===== src/rtl/sense_sampler_if.sv =====
// Handshake bundle for sense_sampler.
// Carries the activation channel, the loop-mode select and the four-phase
// bundled-data push channel. The sampler uses the master side; the
// environment (activator and push consumer) uses the slave side.
interface sense_sampler_if #(
   parameter int WIDTH = 4
);
   logic             activate_0r;
   logic             activate_0a;
   logic             mode_loop;
   logic             push_0r;
   logic             push_0a;
   logic [WIDTH-1:0] push_0d;

   modport master (
      input  activate_0r,
      input  mode_loop,
      input  push_0a,
      output activate_0a,
      output push_0r,
      output push_0d
   );

   modport slave (
      output activate_0r,
      output mode_loop,
      output push_0a,
      input  activate_0a,
      input  push_0r,
      input  push_0d
   );
endinterface


===== src/rtl/sense_sampler.sv =====
// sense_sampler: clocked sense fetch/copy/push chain.
// A WIDTH-bit vector of asynchronous sense pins is synchronised, fetched
// into stage_a, copied into stage_b and pushed downstream on a four-phase
// req/ack bundled-data channel. Single-shot mode acknowledges the activation
// after one push; loop mode repeats while activate_0r stays high and never
// acknowledges. CHANGE_ONLY suppresses repeated values in loop mode.
// Optional build macro SENSE_DEBOUNCE_EN adds a per-channel debounce counter
// between the synchroniser and sense_sync.
module sense_sampler #(
   parameter int WIDTH           = 4,
   parameter int SYNC_STAGES     = 2,
   parameter int CHANGE_ONLY     = 0,
   parameter int DEBOUNCE_CYCLES = 4
) (
   input  logic             clk,
   input  logic             initialise_n,
   sense_sampler_if.master  bus,
   input  logic [WIDTH-1:0] sense,
   output logic [WIDTH-1:0] sense_sync
);

   typedef enum logic [2:0] {
      IDLE     = 3'd0,
      FETCH    = 3'd1,
      COPY     = 3'd2,
      PUSH_REQ = 3'd3,
      PUSH_RTZ = 3'd4,
      DONE     = 3'd5
   } state_t;

   state_t           state_q, state_d;
   logic [WIDTH-1:0] stage_a_q, stage_a_d;
   logic [WIDTH-1:0] stage_b_q, stage_b_d;
   logic [WIDTH-1:0] push_0d_q, push_0d_d;
   logic             push_0r_q, push_0r_d;
   logic             act_a_q, act_a_d;
   logic             has_pushed_q, has_pushed_d;
   logic             loop_q, loop_d;
   logic             suppress;

   // Synchroniser: stage 0 takes the raw pins, last stage is the clean copy.
   logic [SYNC_STAGES-1:0][WIDTH-1:0] sync_q;

   // Shift the sense vector through the synchroniser chain.
   always_ff @(posedge clk) begin
      if (!initialise_n) sync_q <= '0;
      else               sync_q <= {sync_q[SYNC_STAGES-2:0], sense};
   end

`ifdef SENSE_DEBOUNCE_EN
   // Each channel only follows the synchroniser once it has disagreed with
   // the published value for DEBOUNCE_CYCLES consecutive samples.
   for (genvar c = 0; c < WIDTH; c++) begin : g_db
      logic [7:0] cnt_q, cnt_d;
      logic       bit_q, bit_d;

      // Count consecutive disagreeing samples; any agreement restarts.
      always_comb begin
         cnt_d = '0;
         bit_d = bit_q;
         if (sync_q[SYNC_STAGES-1][c] != bit_q) begin
            if (cnt_q == 8'(DEBOUNCE_CYCLES - 1)) bit_d = sync_q[SYNC_STAGES-1][c];
            else                                  cnt_d = cnt_q + 8'd1;
         end
      end

      // Debounce counter and published bit.
      always_ff @(posedge clk) begin
         if (!initialise_n) begin
            cnt_q <= '0;
            bit_q <= 1'b0;
         end else begin
            cnt_q <= cnt_d;
            bit_q <= bit_d;
         end
      end

      assign sense_sync[c] = bit_q;
   end
`else
   assign sense_sync = sync_q[SYNC_STAGES-1];
`endif

   // In loop mode with change suppression, skip a push that would repeat the
   // last pushed value; never before the first push after reset.
   assign suppress = (CHANGE_ONLY != 0) && loop_q && has_pushed_q &&
                     (stage_a_q == push_0d_q);

   // Next-state and registered-output logic for the fetch/copy/push sequence.
   always_comb begin
      state_d      = state_q;
      stage_a_d    = stage_a_q;
      stage_b_d    = stage_b_q;
      push_0d_d    = push_0d_q;
      push_0r_d    = push_0r_q;
      act_a_d      = act_a_q;
      has_pushed_d = has_pushed_q;
      loop_d       = loop_q;
      case (state_q)
         IDLE: begin
            if (bus.activate_0r) begin
               loop_d  = bus.mode_loop;
               state_d = FETCH;
            end
         end
         FETCH: begin
            stage_a_d = sense_sync;
            state_d   = COPY;
         end
         COPY: begin
            stage_b_d = stage_a_q;
            if (suppress) begin
               state_d = FETCH;
            end else begin
               push_0d_d = stage_a_q;
               push_0r_d = 1'b1;
               state_d   = PUSH_REQ;
            end
         end
         PUSH_REQ: begin
            if (bus.push_0a) begin
               push_0r_d    = 1'b0;
               has_pushed_d = 1'b1;
               state_d      = PUSH_RTZ;
            end
         end
         PUSH_RTZ: begin
            // Abort/continue is only decided here, after the push completes.
            if (!bus.push_0a) begin
               if (loop_q) begin
                  state_d = bus.activate_0r ? FETCH : IDLE;
               end else begin
                  act_a_d = 1'b1;
                  state_d = DONE;
               end
            end
         end
         DONE: begin
            if (!bus.activate_0r) begin
               act_a_d = 1'b0;
               state_d = IDLE;
            end
         end
         default: state_d = IDLE;
      endcase
   end

   // State and datapath registers.
   always_ff @(posedge clk) begin
      if (!initialise_n) begin
         state_q      <= IDLE;
         stage_a_q    <= '0;
         stage_b_q    <= '0;
         push_0d_q    <= '0;
         push_0r_q    <= 1'b0;
         act_a_q      <= 1'b0;
         has_pushed_q <= 1'b0;
         loop_q       <= 1'b0;
      end else begin
         state_q      <= state_d;
         stage_a_q    <= stage_a_d;
         stage_b_q    <= stage_b_d;
         push_0d_q    <= push_0d_d;
         push_0r_q    <= push_0r_d;
         act_a_q      <= act_a_d;
         has_pushed_q <= has_pushed_d;
         loop_q       <= loop_d;
      end
   end

   assign bus.push_0r     = push_0r_q;
   assign bus.push_0d     = push_0d_q;
   assign bus.activate_0a = act_a_q;

endmodule


===== src/flat_wrapper.sv =====
// flat-port wrapper written by rule: the top's interface ports become plain ports
module sense_sampler_flat 
#(
   parameter int WIDTH           = 4,
   parameter int SYNC_STAGES     = 2,
   parameter int CHANGE_ONLY     = 0,
   parameter int DEBOUNCE_CYCLES = 4
)
  (clk, initialise_n, sense, sense_sync, bus_activate_0r, bus_mode_loop, bus_push_0a, bus_activate_0a, bus_push_0r, bus_push_0d);
  sense_sampler_if #(.WIDTH(WIDTH)) bus_i ();
  input  logic clk;
  input  logic initialise_n;
  input  logic [WIDTH-1:0] sense;
  output logic [WIDTH-1:0] sense_sync;
  input wire logic [$bits(bus_i.activate_0r)-1:0] bus_activate_0r;
  input wire logic [$bits(bus_i.mode_loop)-1:0] bus_mode_loop;
  input wire logic [$bits(bus_i.push_0a)-1:0] bus_push_0a;
  output wire logic [$bits(bus_i.activate_0a)-1:0] bus_activate_0a;
  output wire logic [$bits(bus_i.push_0r)-1:0] bus_push_0r;
  output wire logic [$bits(bus_i.push_0d)-1:0] bus_push_0d;
  assign bus_i.activate_0r = bus_activate_0r;
  assign bus_i.mode_loop = bus_mode_loop;
  assign bus_i.push_0a = bus_push_0a;
  assign bus_activate_0a = bus_i.activate_0a;
  assign bus_push_0r = bus_i.push_0r;
  assign bus_push_0d = bus_i.push_0d;
  sense_sampler #(.WIDTH(WIDTH), .SYNC_STAGES(SYNC_STAGES), .CHANGE_ONLY(CHANGE_ONLY), .DEBOUNCE_CYCLES(DEBOUNCE_CYCLES)) u_core (.clk(clk), .initialise_n(initialise_n), .bus(bus_i), .sense(sense), .sense_sync(sense_sync));
endmodule

===== config.mk =====
export PLATFORM = sky130hd
export DESIGN_NAME = sense_sampler_flat
export DESIGN_NICKNAME = d
export VERILOG_FILES = /design/src/rtl/sense_sampler_if.sv /design/src/rtl/sense_sampler.sv /design/src/flat_wrapper.sv
export SDC_FILE = /design/constraint.sdc
export NUM_CORES = 1
export LEC_CHECK = 0
export BUFFER_PORTS_ARGS = -buffer_cell sky130_fd_sc_hd__clkbuf_2
export CAP_MARGIN = 20
export CORE_UTILIZATION = 25
export CTS_BUF_LIST = sky130_fd_sc_hd__clkbuf_8
export DETAILED_ROUTE_END_ITERATION = 10
export HOLD_SLACK_MARGIN = 0.08
export SYNTH_ARGS = -nofsm -noshare
export SYNTH_HDL_FRONTEND = slang
export SYNTH_SLANG_ARGS = --single-unit

===== constraint.sdc =====
create_clock -name clk -period 1.8 [get_ports clk]
set_input_delay 0.27 -clock clk [delete_from_list [all_inputs] [get_ports clk]]
set_output_delay 0.27 -clock clk [all_outputs]
set_load 0.1 [all_outputs]

; ---- Yosys cells after proc, flatten, opt, wreduce, memory -nomap -nowiden
; Cells that the tools add are included.
[word_totals]
ff_bits = 22
[op_classes]
n_eq_ne = 10
mux = 13
n_reduce_logical = 7
[op_table]
columns = operator, n
row1 = $pmux W3 S6, 1
row2 = $mux W3, 5
row3 = $ne A2 B2 Y1 const B, 5
row4 = $reduce_and A4 Y1, 2
row5 = $eq A3 B2 Y1 const B, 2
row6 = $eq A3 B3 Y1 const B, 2
row7 = $mux W1, 5
row8 = $pmux W1 S2, 2
row9 = $reduce_and A2 Y1, 2
row10 = $reduce_bool A2 Y1, 2
row11 = $eq A3 B1 Y1 const B, 1
row12 = $logic_not A3 Y1, 1

; ---- Longest topological paths before layout
[depth]
depth_word = 4
depth_mapped = 4
depth_no_buf = 3

; ---- Worst setup path before layout
; OpenSTA, ideal clock, no wires.
[synth_path]
path_type = register to register
startpoint = register, netlist name u_core.bus.push_0d[0]
endpoint = register u_core.push_0d_q[0], in the netlist u_core.bus.push_0d[0]
setup_ns = 0.067
arrival_time_ns = 1.194
slack_ns = 0.539
stages_incl_launch_ff = 3
synth_period_minus_slack_ns = 1.261
path_cell_list = dfxtp_1 -> mux2i_1 -> nor2b_1
[synth_rtl]
columns = element, line_no
row1 = to (signal assigned), sense_sampler.sv:163  ; push_0d_q <= push_0d_d;
row2 = to (decl), sense_sampler.sv:34  ; logic [WIDTH-1:0] push_0d_q, push_0d_d;

; ---- Worst setup path after layout
[layout_path]
startpoint = register u_core.state_q[1]
endpoint = register u_core.push_0d_q[3], in the netlist u_core.bus.push_0d[3]
[layout_via]
elab_chain_len = 1
[layout_rtl]
columns = element, line_no
row1 = from (decl), sense_sampler.sv:31  ; state_t state_q, state_d;
row2 = from (signal assigned), sense_sampler.sv:160  ; state_q <= state_d;
row3 = $eq A3 B2 Y1, sense_sampler.sv:99  ; case (state_q)
; Every way passes these cells.
; A chain may end at the register's enable or synchronous reset.

==> results by group <==
Global routing
  • Initial antenna violation count: 0
  • GR Util All Layers: 0.0833
  • First-pass GRT wire length: around 2600 um
  • Vias in the first global route: between 500 and 600
  • Largest net degree at the start of global routing: 23
  • Grt total ovfl: 0

Drt
  • Final WL: about 1400 um
  • Initial DRC Count: 22
  • Vias per inst: ~4.1
  • Routed via count: about 580
  • DRT Pass-1 Iters: 4
  • DRC: 0
  • DRT antenna net count: 0
  • Drt wl/cell: 10.2 um

Logic synthesis
  • Yosys cell types: 23
  • Area leader, netlist: dfxtp_1
  • EDFF count, synth: 0
  • Async S/R FF share, synth: 0
  • Sequential cell area fraction in the yosys report: 0.472
  • Synth top cells by count: dfxtp_1 (22), nor2b_1 (12), mux2i_1 (9)
  • Register bit total from synthesis: 22
  • Most common cell in the netlist: dfxtp_1
  • Yosys Warn Count: 0
  • Mapped Nets: around 90
  • Synth top area share: 0.472
  • Synth area leaders: dfxtp_1 (47%), mux2i_1 (9.7%), nor2b_1 (8.1%)
  • Main synth FF type: dfxtp_1
  • Avg Inst Size Synth: around 11 um2
  • Cells after Synth: 83
  • Synthesized area: 932 um2

Floorplan
  • Die span in x: around 63 um
  • Starting Density: 0.271
  • Die area: 3980 um2
  • Core ar.: 3440 um2
  • I/O pins: 19
  • Die H: 63.1 um
  • Row cnt: 21

Timing
  • Max Clock Freq: 717 MHz
  • Post-route minimum period: about 1400 ps
  • Max Clock Skew: 2.82 ps
  • Fin crit share: 0.774
  • Max_slew headroom: 0.637
  • Unrepaired setup endpoints after global routing: no
  • Hold Vio Cnt, Final: 0
  • Final number of setup-violating endpoints: 0
  • Post-route setup TNS: 0 ps
  • Worst-margin pin slew: between 500 and 600 ps
  • Final max-slew violation count: 0

Final layout
  • Layout cells sized above 1: 0.292
  • Fin nets: ~110
  • Multi-input gate area: approximately 420 um2
  • Antenna Diode Count: 0
  • Post-Layout Cell Count: 142
  • FF+latch area: 440 um2
  • Final Core Density: 0.314
  • Filler Cell Count: ~360
  • Layout area overhead: 15.8%

Clock network
  • CTS Sinks: 22
  • Postcts setup bufs: 0
  • Root cell of the clock tree: clkbuf_8
  • Clk buf depth: 2
  • Clk_lat worst skew: 260 ps
  • CTS tree: done
  • Hold-fix buffers, CTS: 0
  • Post-CTS Resized: 0
  • Htree depth: 1
  • Clk pin slew, worst setup/hold paths: 80 ps
  • CTS Buf Count: 3

Min path
  • Worst Hold End: u_core.sync_q[0]
  • WHS Path Cells: 2
  • Hold path start: sense[0]
  • Hold Path Class: in2reg

Power and ir drop
  • Switching share of total power: 0.281
  • Combinational Power Share: 0.201
  • Total chip power: about 0.0013 W
  • Pwr per Cell Area: between 1000 and 1500 nW/um2
  • Peak VDD IR: between 0.3 and 0.4 mV
  • Clock share of power: 0.349
  • Sequential power share: 0.451
  • Internal: 0.000933 W
  • P_sw: 0.000365 W
  • P_leak: roughly 0.43 nW

Flow run
  • Maxcap violations: 0

Setup path
  • RR Endpoint: u_core.bus.push_0d[3]
  • Setup crit start kind: flop
  • Reg-to-reg slack, setup: roughly 400 ps
  • CP Max Fanout: 11
  • Reg2Reg Depth: 3
  • CP max stage cell: dfxtp_1
  • CP endpoint kind: flop
  • Setup Crit Path Kind: reg2reg
  • Slowest stage delay, CP: 590 ps
  • FF-to-FF Start: u_core.state_q[1]
  • Required time worst endpoint: 1960 ps
  • Critical-path cell list: nor3b_4 > mux2i_1 > nor2b_1
  • CP Data Arrival Time: around 1600 ps

Place
  • RD Place Congestion: between 0.7 and 0.8
  • Placed instance count: 138
  • # port buffers: 18
  • Hpwl dp: about 1000 um

Outcome
  • Run status: finished clean
-- layout by cell type (no fill, tap or decap), drive strengths merged --
master,instances
dfxtp,22
clkbuf,21
nor2b,12
mux2i,9
and2,8
a21oi,3
nor3b,2
nand3b,2
a31oi,2
o211a,2
nor4b,2
inv,1
nand2,1
nor2,1
or2,1
nand4b,1
o221ai,1
nand4bb,1
o22ai,1
nand2b,1
o221a,1
bufinv,1
-- power groups by stage --
stage | registers, W | logic (W) | clock network, W
after global placement | 0.000594 | 0.000260 | 0
final | 0.000585 | 0.000260 | 0.000453
after CTS | 0.000585 | 0.000263 | 0.000466
after global routing | 0.000594 | 0.000283 | 0.000489
after detailed placement | 0.000597 | 0.000262 | 0
after floorplan | 0.000602 | 0.000242 | 0
-- worst max-delay path by stage --
stage / startpoint / end / slack [ps] / depth (start not counted)
after detailed placement: u_core.state_q[1] / u_core.bus.push_0d[3] / 430 / 3
after global placement: u_core.state_q[1] / u_core.bus.push_0d[1] / 480 / 3
after global routing: u_core.state_q[1] / u_core.bus.push_0d[2] / 260 / 3
after CTS: u_core.state_q[1] / u_core.bus.push_0d[3] / 410 / 3
after floorplan: u_core.bus.push_0d[0] / u_core.bus.push_0d[0] / 540 / 2
final: u_core.state_q[1] / u_core.bus.push_0d[3] / 410 / 3
-- stage by stage --
stage | setup WS (ps) | instance area (um2) | hold WS (ps)
after floorplan | 539 | 932 | 379
after global placement | 484 | 1010 | 410
after detailed placement | 428 | 1010 | 416
after CTS | 409 | 1080 | 207
after global routing | 264 | 1080 | 212
final | 406 | 1080 | 212
-- cells by family (layout without fill, tap and decap cells) --
group / count (synthesis) / after routing / share of synthesized area
DFF: 22 / 22 / 0.472
AOI/OAI and AO/OA: 10 / 10 / 0.0792
buffers and inverters: 10 / 23 / 0.0805
muxes: 9 / 9 / 0.0966
and+or+nand+nor: 32 / 32 / 0.271
-- state kept, by name, summed over array words and instances (netlist names) --
name	flops
u_core.loop_q	1
u_core.bus.push_0r	1
u_core.bus.activate_0a	1
u_core.bus.push_0d	4
u_core.sync_q	4
u_core.state_q	3
u_core.sense_sync	4
u_core.stage_a_q	4
-- metal layers --
layer  vias to the layer above  GRT usage  part of all wire
li1                        306          -                 -
met1                       251      0.108              0.52
met2                        17      0.116              0.41
met3                         4     0.0217             0.037
met4                         0     0.0640             0.033
met5                         -          0                 0
-- area by class of cell --
cell class	instances	share of cell area
Clock inverter	1	0.0278
Tap cell	46	0.0533
Sequential cell	22	0.408
Clock buffer	3	0.0382
Timing Repair Buffer	18	0.0834
Inverter	1	0.00348
Multi-Input combinational cell	51	0.386
-- critical path: cells and delay by family (launching register included) --
| family | cells | cell delay (ps) |
|---|---|---|
| flip-flops | 1 | 590 |
| multiplexers | 1 | 230 |
| AND/OR/NAND/NOR | 2 | 470 |
Power figures use the tool's default switching activity.
